$ cat config.mk
export PLATFORM = sky130hd
export DESIGN_NAME = action_exec
export DESIGN_NICKNAME = d
export VERILOG_FILES = /design/src/rtl/action_exec_pkg.sv /design/src/rtl/action_exec_pkt_fifo.sv /design/src/rtl/action_exec.sv
export SDC_FILE = /design/constraint.sdc
export NUM_CORES = 2
export LEC_CHECK = 0
export CAP_MARGIN = 20
export CORE_AREA = 2 2 451 453
export DETAILED_ROUTE_END_ITERATION = 12
export DIE_AREA = 0 0 453 455
export PLACE_DENSITY_LB_ADDON = 0.12
export SLEW_MARGIN = 20
export SYNTH_ARGS = -nofsm -noshare
export SYNTH_HDL_FRONTEND = slang
export SYNTH_HIERARCHICAL = 1
export SYNTH_SLANG_ARGS = --single-unit
$ cat constraint.sdc
create_clock -name clk -period 13.63 [get_ports clk]
set_input_delay 2.726 -clock clk [delete_from_list [all_inputs] [get_ports clk]]
set_output_delay 2.726 -clock clk [all_outputs]
set_load 0.02 [all_outputs]
$ cat src/rtl/action_exec_pkg.sv
// Shared constants for the action-execution stage: widths, action field slices and opcodes.
// Statistics counters in action_exec are built only when ACTION_EXEC_STATS_EN is defined.
package action_exec_pkg;

   localparam int unsigned DATA_W_DEF     = 512;
   localparam int unsigned ACT_W_DEF      = 16;
   localparam int unsigned STATE_W_DEF    = 8;
   localparam int unsigned FIFO_DEPTH_DEF = 4;
   localparam int unsigned CNT_W_DEF      = 32;

   localparam int unsigned OP_HI  = 15;
   localparam int unsigned OP_LO  = 12;
   localparam int unsigned SEL_HI = 11;
   localparam int unsigned SEL_LO = 8;
   localparam int unsigned IMM_HI = 7;
   localparam int unsigned IMM_LO = 0;

   // Egress-port byte occupies the top byte of the vector.
   localparam int unsigned PORT_LO = 504;

   localparam logic [3:0] OP_NOP       = 4'd0;
   localparam logic [3:0] OP_DROP      = 4'd1;
   localparam logic [3:0] OP_SET_BYTE  = 4'd2;
   localparam logic [3:0] OP_SET_STATE = 4'd3;
   localparam logic [3:0] OP_ADD_BYTE  = 4'd4;
   localparam logic [3:0] OP_SET_PORT  = 4'd5;

   function automatic logic [6:0] byte_lsb(input logic [3:0] sel);
      return {sel, 3'b000};
   endfunction

endpackage

$ cat src/rtl/action_exec_pkt_fifo.sv
// Synchronous show-ahead FIFO with simultaneous push/pop; a push while full succeeds only
// when a pop frees a slot in the same cycle. Head data reads as zero while empty.
module pkt_fifo #(
   parameter int unsigned W     = 512,
   parameter int unsigned DEPTH = 4
) (
   input  logic         clk,
   input  logic         reset,
   input  logic         i_push,
   input  logic [W-1:0] i_data,
   input  logic         i_pop,
   output logic [W-1:0] o_data,
   output logic         o_vld,
   output logic         o_full
);

   localparam int unsigned AW = $clog2(DEPTH);

   logic [W-1:0]  r_mem [DEPTH];
   logic [AW-1:0] r_wr_ptr;
   logic [AW-1:0] r_rd_ptr;
   logic [AW:0]   r_count;
   logic          w_push_ok;
   logic          w_pop_ok;

   assign o_vld     = (r_count != '0);
   assign o_full    = (r_count == (AW+1)'(DEPTH));
   assign w_pop_ok  = i_pop && o_vld;
   assign w_push_ok = i_push && (!o_full || w_pop_ok);
   assign o_data    = o_vld ? r_mem[r_rd_ptr] : '0;

   always_ff @(posedge clk) begin
      if (w_push_ok) r_mem[r_wr_ptr] <= i_data;
   end

   // Pointers wrap naturally since DEPTH is a power of two.
   always_ff @(posedge clk or posedge reset) begin
      if (reset) begin
         r_wr_ptr <= '0;
         r_rd_ptr <= '0;
         r_count  <= '0;
      end else begin
         if (w_push_ok) r_wr_ptr <= r_wr_ptr + AW'(1);
         if (w_pop_ok)  r_rd_ptr <= r_rd_ptr + AW'(1);
         case ({w_push_ok, w_pop_ok})
            2'b10:   r_count <= r_count + (AW+1)'(1);
            2'b01:   r_count <= r_count - (AW+1)'(1);
            default: r_count <= r_count;
         endcase
      end
   end

endmodule

$ cat src/rtl/action_exec.sv
// Applies the decoded 16-bit action to each packet vector and buffers survivors in pkt_fifo.
// Define ACTION_EXEC_STATS_EN to build the forwarded/dropped/overflow counters.
module action_exec
   import action_exec_pkg::*;
#(
   parameter int unsigned DATA_W     = DATA_W_DEF,
   parameter int unsigned ACT_W      = ACT_W_DEF,
   parameter int unsigned STATE_W    = STATE_W_DEF,
   parameter int unsigned FIFO_DEPTH = FIFO_DEPTH_DEF,
   parameter int unsigned CNT_W      = CNT_W_DEF
) (
   input  logic              clk,
   input  logic              reset,
   input  logic              pkt_vld_in,
   input  logic [DATA_W-1:0] pkt_data_in,
   input  logic [ACT_W-1:0]  action_in,
   input  logic [STATE_W-1:0] state_in,
   output logic              pkt_vld_out,
   output logic [DATA_W-1:0] pkt_data_out,
   input  logic              out_rdy,
   output logic              fifo_full,
   output logic [CNT_W-1:0]  fwd_cnt,
   output logic [CNT_W-1:0]  drop_cnt,
   output logic [CNT_W-1:0]  ovf_cnt
);

   localparam int unsigned IDX_W = $clog2(DATA_W);

   logic               r_vld;
   logic [DATA_W-1:0]  r_data;
   logic [ACT_W-1:0]   r_act;
   logic [STATE_W-1:0] r_state;

   logic [3:0]         w_op;
   logic [3:0]         w_sel;
   logic [7:0]         w_imm;
   logic [IDX_W-1:0]   w_lsb;
   logic [DATA_W-1:0]  w_res;
   logic               w_push;
   logic               w_pop;

   always_ff @(posedge clk or posedge reset) begin
      if (reset) r_vld <= 1'b0;
      else       r_vld <= pkt_vld_in;
   end

   // Payload registers only matter while r_vld is set, so they carry no reset.
   always_ff @(posedge clk) begin
      if (pkt_vld_in) begin
         r_data  <= pkt_data_in;
         r_act   <= action_in;
         r_state <= state_in;
      end
   end

   assign w_op  = r_act[OP_HI:OP_LO];
   assign w_sel = r_act[SEL_HI:SEL_LO];
   assign w_imm = r_act[IMM_HI:IMM_LO];
   assign w_lsb = IDX_W'(byte_lsb(w_sel));

   always_comb begin
      w_res = r_data;
      case (w_op)
         OP_SET_BYTE:  w_res[w_lsb +: 8] = w_imm;
         OP_SET_STATE: w_res[w_lsb +: 8] = 8'(r_state);
         OP_ADD_BYTE:  w_res[w_lsb +: 8] = r_data[w_lsb +: 8] + w_imm;
         OP_SET_PORT:  w_res[PORT_LO +: 8] = w_imm;
         default:      w_res = r_data;
      endcase
   end

   assign w_push = r_vld && (w_op != OP_DROP);
   assign w_pop  = pkt_vld_out && out_rdy;

   pkt_fifo #(
      .W     (DATA_W),
      .DEPTH (FIFO_DEPTH)
   ) u_fifo (
      .clk    (clk),
      .reset  (reset),
      .i_push (w_push),
      .i_data (w_res),
      .i_pop  (w_pop),
      .o_data (pkt_data_out),
      .o_vld  (pkt_vld_out),
      .o_full (fifo_full)
   );

`ifdef ACTION_EXEC_STATS_EN
   logic             w_drop;
   logic             w_ovf;
   logic [CNT_W-1:0] r_fwd_cnt;
   logic [CNT_W-1:0] r_drop_cnt;
   logic [CNT_W-1:0] r_ovf_cnt;

   assign w_drop = r_vld && (w_op == OP_DROP);
   assign w_ovf  = w_push && fifo_full && !out_rdy;

   // Saturating counters: hold at all-ones rather than wrapping.
   always_ff @(posedge clk or posedge reset) begin
      if (reset) begin
         r_fwd_cnt  <= '0;
         r_drop_cnt <= '0;
         r_ovf_cnt  <= '0;
      end else begin
         if (w_pop  && (r_fwd_cnt  != '1)) r_fwd_cnt  <= r_fwd_cnt  + CNT_W'(1);
         if (w_drop && (r_drop_cnt != '1)) r_drop_cnt <= r_drop_cnt + CNT_W'(1);
         if (w_ovf  && (r_ovf_cnt  != '1)) r_ovf_cnt  <= r_ovf_cnt  + CNT_W'(1);
      end
   end

   assign fwd_cnt  = r_fwd_cnt;
   assign drop_cnt = r_drop_cnt;
   assign ovf_cnt  = r_ovf_cnt;
`else
   assign fwd_cnt  = '0;
   assign drop_cnt = '0;
   assign ovf_cnt  = '0;
`endif

endmodule

# Word level (Yosys, flattened, before mapping)
# Memories as Yosys holds them, arrays and structs flattened.
# Index checks and enable logic that the tools add are counted.
# word_totals
ff_bits	544
mem_bits_rw	2048
in_bits	540
word_cells	44
n_memories	1
# memory_table
memory	depth	width	rd	rd_clocked_by_memory_dff	wr	line_no	source
u_fifo.r_mem	4	512	1	0	1	action_exec_pkt_fifo.sv:19	logic [W-1:0] r_mem [DEPTH];
# classes
n_addsub	6
eq_ne	8
shift	5
n_mux	9
n_reduce_logical	8
# op_table
operator	count
bitwise mux 512 bit	3
indexed part select 8 x 11 -> 512 bit	3
one-hot mux 504 bit (3 select lines)	1
2-to-1 mux 512 bit	1
variable shift 8 x 11 -> 512 bit (first input constant)	1
indexed part select 512 x 8 -> 8 bit	1
one-hot mux 8 bit (4 select lines)	1
negation 7 -> 11 bit	1
adder 8 bit	1
== test 4 x 2 -> 1 bit (second input constant)	2
== test 4 x 3 -> 1 bit (second input constant)	2
one-hot mux 3 bit (2 select lines)	1
adder 2 x 1 -> 2 bit (second input constant)	2
logical AND 1 bit	4
!= test 4 x 1 -> 1 bit (second input constant)	1
adder 3 x 1 -> 3 bit (second input constant)	1
== test 3 bit (second input constant)	1
nonzero test 3 bit	1
subtractor 3 x 1 -> 3 bit (second input constant)	1
== test 2 x 1 -> 1 bit (second input constant)	1
== test 2 bit (second input constant)	1
2-to-1 mux 1 bit	2
nonzero test 2 bit	1
zero test 1 bit	1
logical OR 1 bit	1

# Logic depth before layout (Yosys ltp)
# logic_depth
depth_word	7
ltp_mapped	18
ltp_nobuf	14

# Modules after synthesis
# Netlist, hierarchy kept.
# by_module_without_submodules
mod	n_inst	cells_per_inst	area_each_um2	seq_area_each_um2
pkt_fifo	1	3282	77759.6	61674.2
action_exec	1	2051	24561.1	16120.5

# Worst setup path before layout
# No wires, ideal clock.
# synth_path
path_kind	in2reg
startpoint	input port out_rdy
endpoint	memory u_fifo.r_mem[0][0], enable pin
setup_ns	0.945
t_arrival_ns	14.705
path_slack_ns	-2.020
stages	3
path_buffers	0
path_cell_list	and2_1 -> o21a_1 -> and2_1
# synth_via
elab_chain_len	6
# synth_rtl
item	line_no	source
start, declared	action_exec.sv:20	input logic out_rdy,
logical AND 1 bit	action_exec.sv:73	assign w_pop = pkt_vld_out && out_rdy;
logical AND 1 bit	action_exec_pkt_fifo.sv:28	assign w_pop_ok = i_pop && o_vld;
logical OR 1 bit	action_exec_pkt_fifo.sv:29	assign w_push_ok = i_push && (!o_full || w_pop_ok);
logical AND 1 bit	action_exec_pkt_fifo.sv:29	
2-to-1 mux 1 bit	action_exec_pkt_fifo.sv:33	if (w_push_ok) r_mem[r_wr_ptr] <= i_data;
2-to-1 mux 1 bit (implied by the code)	action_exec_pkt_fifo.sv:33	
end, declared	action_exec_pkt_fifo.sv:19	
# Every way passes these cells.

# Worst setup path in the final report
# layout_path
startpoint	register u_fifo.r_rd_ptr[1]
endpoint	output port pkt_data_out[262]
# layout_via
elab_chain_len	2
# layout_rtl
item	line_no	source
start, declared	action_exec_pkt_fifo.sv:21	logic [AW-1:0] r_rd_ptr;
start signal, assigned	action_exec_pkt_fifo.sv:44	if (w_pop_ok) r_rd_ptr <= r_rd_ptr + AW'(1);
memory (4 x 512 bit)	-	
2-to-1 mux 512 bit	action_exec_pkt_fifo.sv:30	assign o_data = o_vld ? r_mem[r_rd_ptr] : '0;
end, declared	action_exec.sv:19	output logic [DATA_W-1:0] pkt_data_out,
# Every way passes these cells.

==> flow_summary.toml <==
[status]
status = "finished clean"

[detailed_routing]
via_per_inst = 5.93
num_vias = 53673
route.detailed.drc = 0
drt_iter0_markers = 5957
wl_per_cell_um = 30.9
first_pass_iters = 7
drtAntennaViolNets = 0
totalWireLength_um = 279000

[synth]
synthesis.area_sq_um = 102000
yosysUniqueCellTypes = 70
ys_warn_count = 6
async_flop_share = 0.00309
synth_area_leaders = "edfxtp_1 (76%), mux4_2 (12%), and2_1 (3.2%), clkbuf_1 (1.7%), a21oi_1 (0.91%)"
synth-edff-count = 2584
synthCells = 5333
postSynthAreaPerCell_sq_um = 19.2
ys_seq_area_frac = 0.760
synth_top_area_share = 0.758
synthFlopType = "edfxtp_1"
ys_seq_elements = 2592
synth_top_area_cell = "edfxtp_1"

[global_routing]
grt_use_met1 = 0.338
grt-busiest-layer = "met2"
grt.met3_usage = 0.0592
grt_pass1_wl_um = 386000
antenna_found_initial = 87
use_met2 = 0.434
grt_pass1_vias = 52469
grt_usage = 0.265
grt_max_degree = 159
grt.overflow.total = 0

[clocking]
clock_latency_ns = 0.93
cts_resized = 0
cts_buffers = 285
root_buffer = "clkbuf_16"
cts.sinks = 2592
cts_tree = "done"
clk_pin_slew_ns = 0.06
cts_setup_buffers = 0
htreeDepth = 5
ctsHoldBuffers = 0
clockBufferDepth = 4

[timing]
max_clock_freq_mhz = 130
fin_crit_sh = 0.563
worst_slew_pin_slew_ns = 1.19
maxSlewViolCount = 0
fin_skew_ns = 0.0596
setup_violations = 0
finalCriticalPeriod_ns = 7.67
timing.hold.ws_ns = 0.454
rsz0062_at_grt = "false"
relSlewSlack = 0.204
hold_viol = 0

[pwr]
switching_share = 0.321
power_mw = 28.0
p_sw_mw = 8.98
clockPowerShare = 0.255
powerDensity_nw_per_um2 = 228
p_seq_frac = 0.385
ir_worst_vdd_uv = 172
p_leak_nw = 39.9
comb_power_share = 0.361
p_int_mw = 19.0

[placement]
io_buffers = 1053
place.detailed.hpwl_um = 178000
gp_congestion = 0.932

[worst_setup_path]
r2r_end = "u_fifo/r_mem[3][71]$_DFFE_PP_"
r2r_cells = 15
timing.critical_path.required_ns = 10.90
worstReg2RegStart = "r_act[8]$_DFFE_PP_"
start_kind = "flop"
path_max_fanout = 131
reg2reg_slack_ns = 7.64
crit_type = "flop to output port"
crit_path_end_kind = "output port"
critPathArrivalTime_ns = 4.94

[floorplanning]
coreArea_sq_um = 201000
die_area_sq_um = 206000
die-width_um = 453
io_pins = 1150
rows = 165
initial_core_util = 0.508
die_height_um = 455

[layout]
nets = 6700
fillers = 14503
drive_gt1_frac = 0.164
area_growth_pct = 19.8

[job]
max-cap-violations = 0

[min_path]
hp-class = "flop to flop"
whs_path_depth = 0
holdPathEnd = "u_fifo/r_mem[0][217]$_DFFE_PP_"
hold_start = "r_data[217]$_DFFE_PP_"
## critical path: stages (launching register included)
cell and delay [ns]:
dfrtp_4 0.91, buf_4 0.92, buf_12 0.55, mux4_2 0.49
and2_1 0.19, clkdlybuf4s50_1 0.53
## layout make-up
type | count | area (sq um) | area share
antenna | 50 | 125 | 0.00102
clock buffer | 344 | 7440 | 0.0607
clock inverter | 129 | 1060 | 0.00868
inverter | 23 | 86.3 | 0.000704
multi-input combinational | 2097 | 21300 | 0.173
sequential | 2592 | 77800 | 0.635
tap | 2672 | 3340 | 0.0273
timing repair buffer | 1145 | 11500 | 0.0937
## power groups by stage
stage	Clock, mW	Combinational, mW	Sequential [mW]
3_3_place_gp	0	10.2	10.8
3_5_place_dp	0	10.2	10.9
6_report	7.13	10.1	10.8
2_1_floorplan	0	5.86	11.1
4_1_cts	7.27	10.2	10.8
5_1_grt	7.57	10.5	10.9
## cell usage in the layout, fill, tap and decap left out, drive strengths merged, types with 14 or more instances in the layout
cell type and n:
o21ai 152, a221oi 23, bufinv 17, nor2 178
a31oi 51, clkdlybuf4s50 1052, buf 93, diode 50
ha 14, nand3 33, edfxtp 2584, clkbuf 344
clkinv 101, and2 526, nand2 71, mux2i 30
o32a 32, o22ai 14, a21oi 189, inv 30
conb 96, mux4 530, o22a 29
## how the worst max path moves through the flow
stage / cells past startpoint / end / slack, ns / from
CTS: 5 / pkt_data_out[178] / 5.84 / u_fifo/r_rd_ptr[0]$_DFFE_PP0P_
floorplan: 3 / u_fifo/r_mem[3][0]$_DFFE_PP_ / -2.02 / out_rdy
finish: 5 / pkt_data_out[262] / 5.96 / u_fifo/r_rd_ptr[1]$_DFFE_PP0P_
detailed placement: 7 / u_fifo/r_mem[1][300]$_DFFE_PP_ / 6.72 / out_rdy
global route: 5 / pkt_data_out[135] / 5.62 / u_fifo/r_rd_ptr[0]$_DFFE_PP0P_
global placement: 7 / u_fifo/r_mem[1][338]$_DFFE_PP_ / 6.75 / out_rdy
## metrics by stage
step	std cells	util	setup WS [ns]	instance area (sq um)	TNS, ns
2_1_floorplan	5428	-	-2.02	103000	-1034.05
3_3_place_gp	8527	0.566	6.75	114000	0
3_5_place_dp	8527	0.566	6.72	114000	0
4_1_cts	9000	0.608	5.84	122000	0
5_1_grt	9035	0.609	5.62	123000	0
6_report	9052	0.609	5.96	123000	0
## layer usage
metal / part of all wire / vias to the layer above
met2: 0.50 / 2848
met1: 0.37 / 27849
met5: 0.00030 / -
met4: 0.048 / 14
li1: - / 22300
met3: 0.083 / 662
## cells in the mapped netlist (all sizes together) (3+ instances only)
| library cell | instances |
|---|---|
| o22a | 29 |
| mux2 | 9 |
| and3 | 10 |
| o21ai | 152 |
| o32a | 32 |
| nand3b | 3 |
| o221ai | 5 |
| a31oi | 51 |
| a221oi | 23 |
| nand4 | 7 |
| a21oi | 189 |
| and2 | 526 |
| mux2i | 30 |
| or3 | 3 |
| edfxtp | 2584 |
| a22oi | 10 |
| buf | 245 |
| o22ai | 14 |
| mux4 | 530 |
| nand2b | 4 |
| o21a | 11 |
| or3b | 3 |
| nor2 | 178 |
| a211oi | 4 |
| nor3 | 11 |
| xor2 | 6 |
| dfrtp | 8 |
| nor2b | 4 |
| a211o | 3 |
| xnor2 | 6 |
| o211ai | 4 |
| nand2 | 71 |
| ha | 14 |
| a21o | 4 |
| nand3 | 33 |
| clkbuf | 471 |
| inv | 22 |
## cell families (layout without fill, tap and decap cells)
family | Yosys count | count (layout) | synth area share
other | 1 | 146 | 0.0000366
XOR/XNOR | 13 | 13 | 0.00127
multiplexers | 569 | 569 | 0.121
adder cells (fa/ha/maj) | 16 | 16 | 0.00210
flip-flops | 2592 | 2592 | 0.760
AND/OR/NAND/NOR | 866 | 866 | 0.0473
AO/OA/AOI/OAI | 537 | 537 | 0.0323
buffers and inverters | 739 | 1641 | 0.0360
## state kept, by name, summed over array words and instances, names as in the netlist
signal / count
r_state: 8
u_fifo/r_rd_ptr: 2
r_vld: 1
u_fifo/r_wr_ptr: 2
r_act: 16
u_fifo/r_count: 3
r_data: 512
u_fifo/r_mem: 2048
Power figures use the tool's default switching activity.
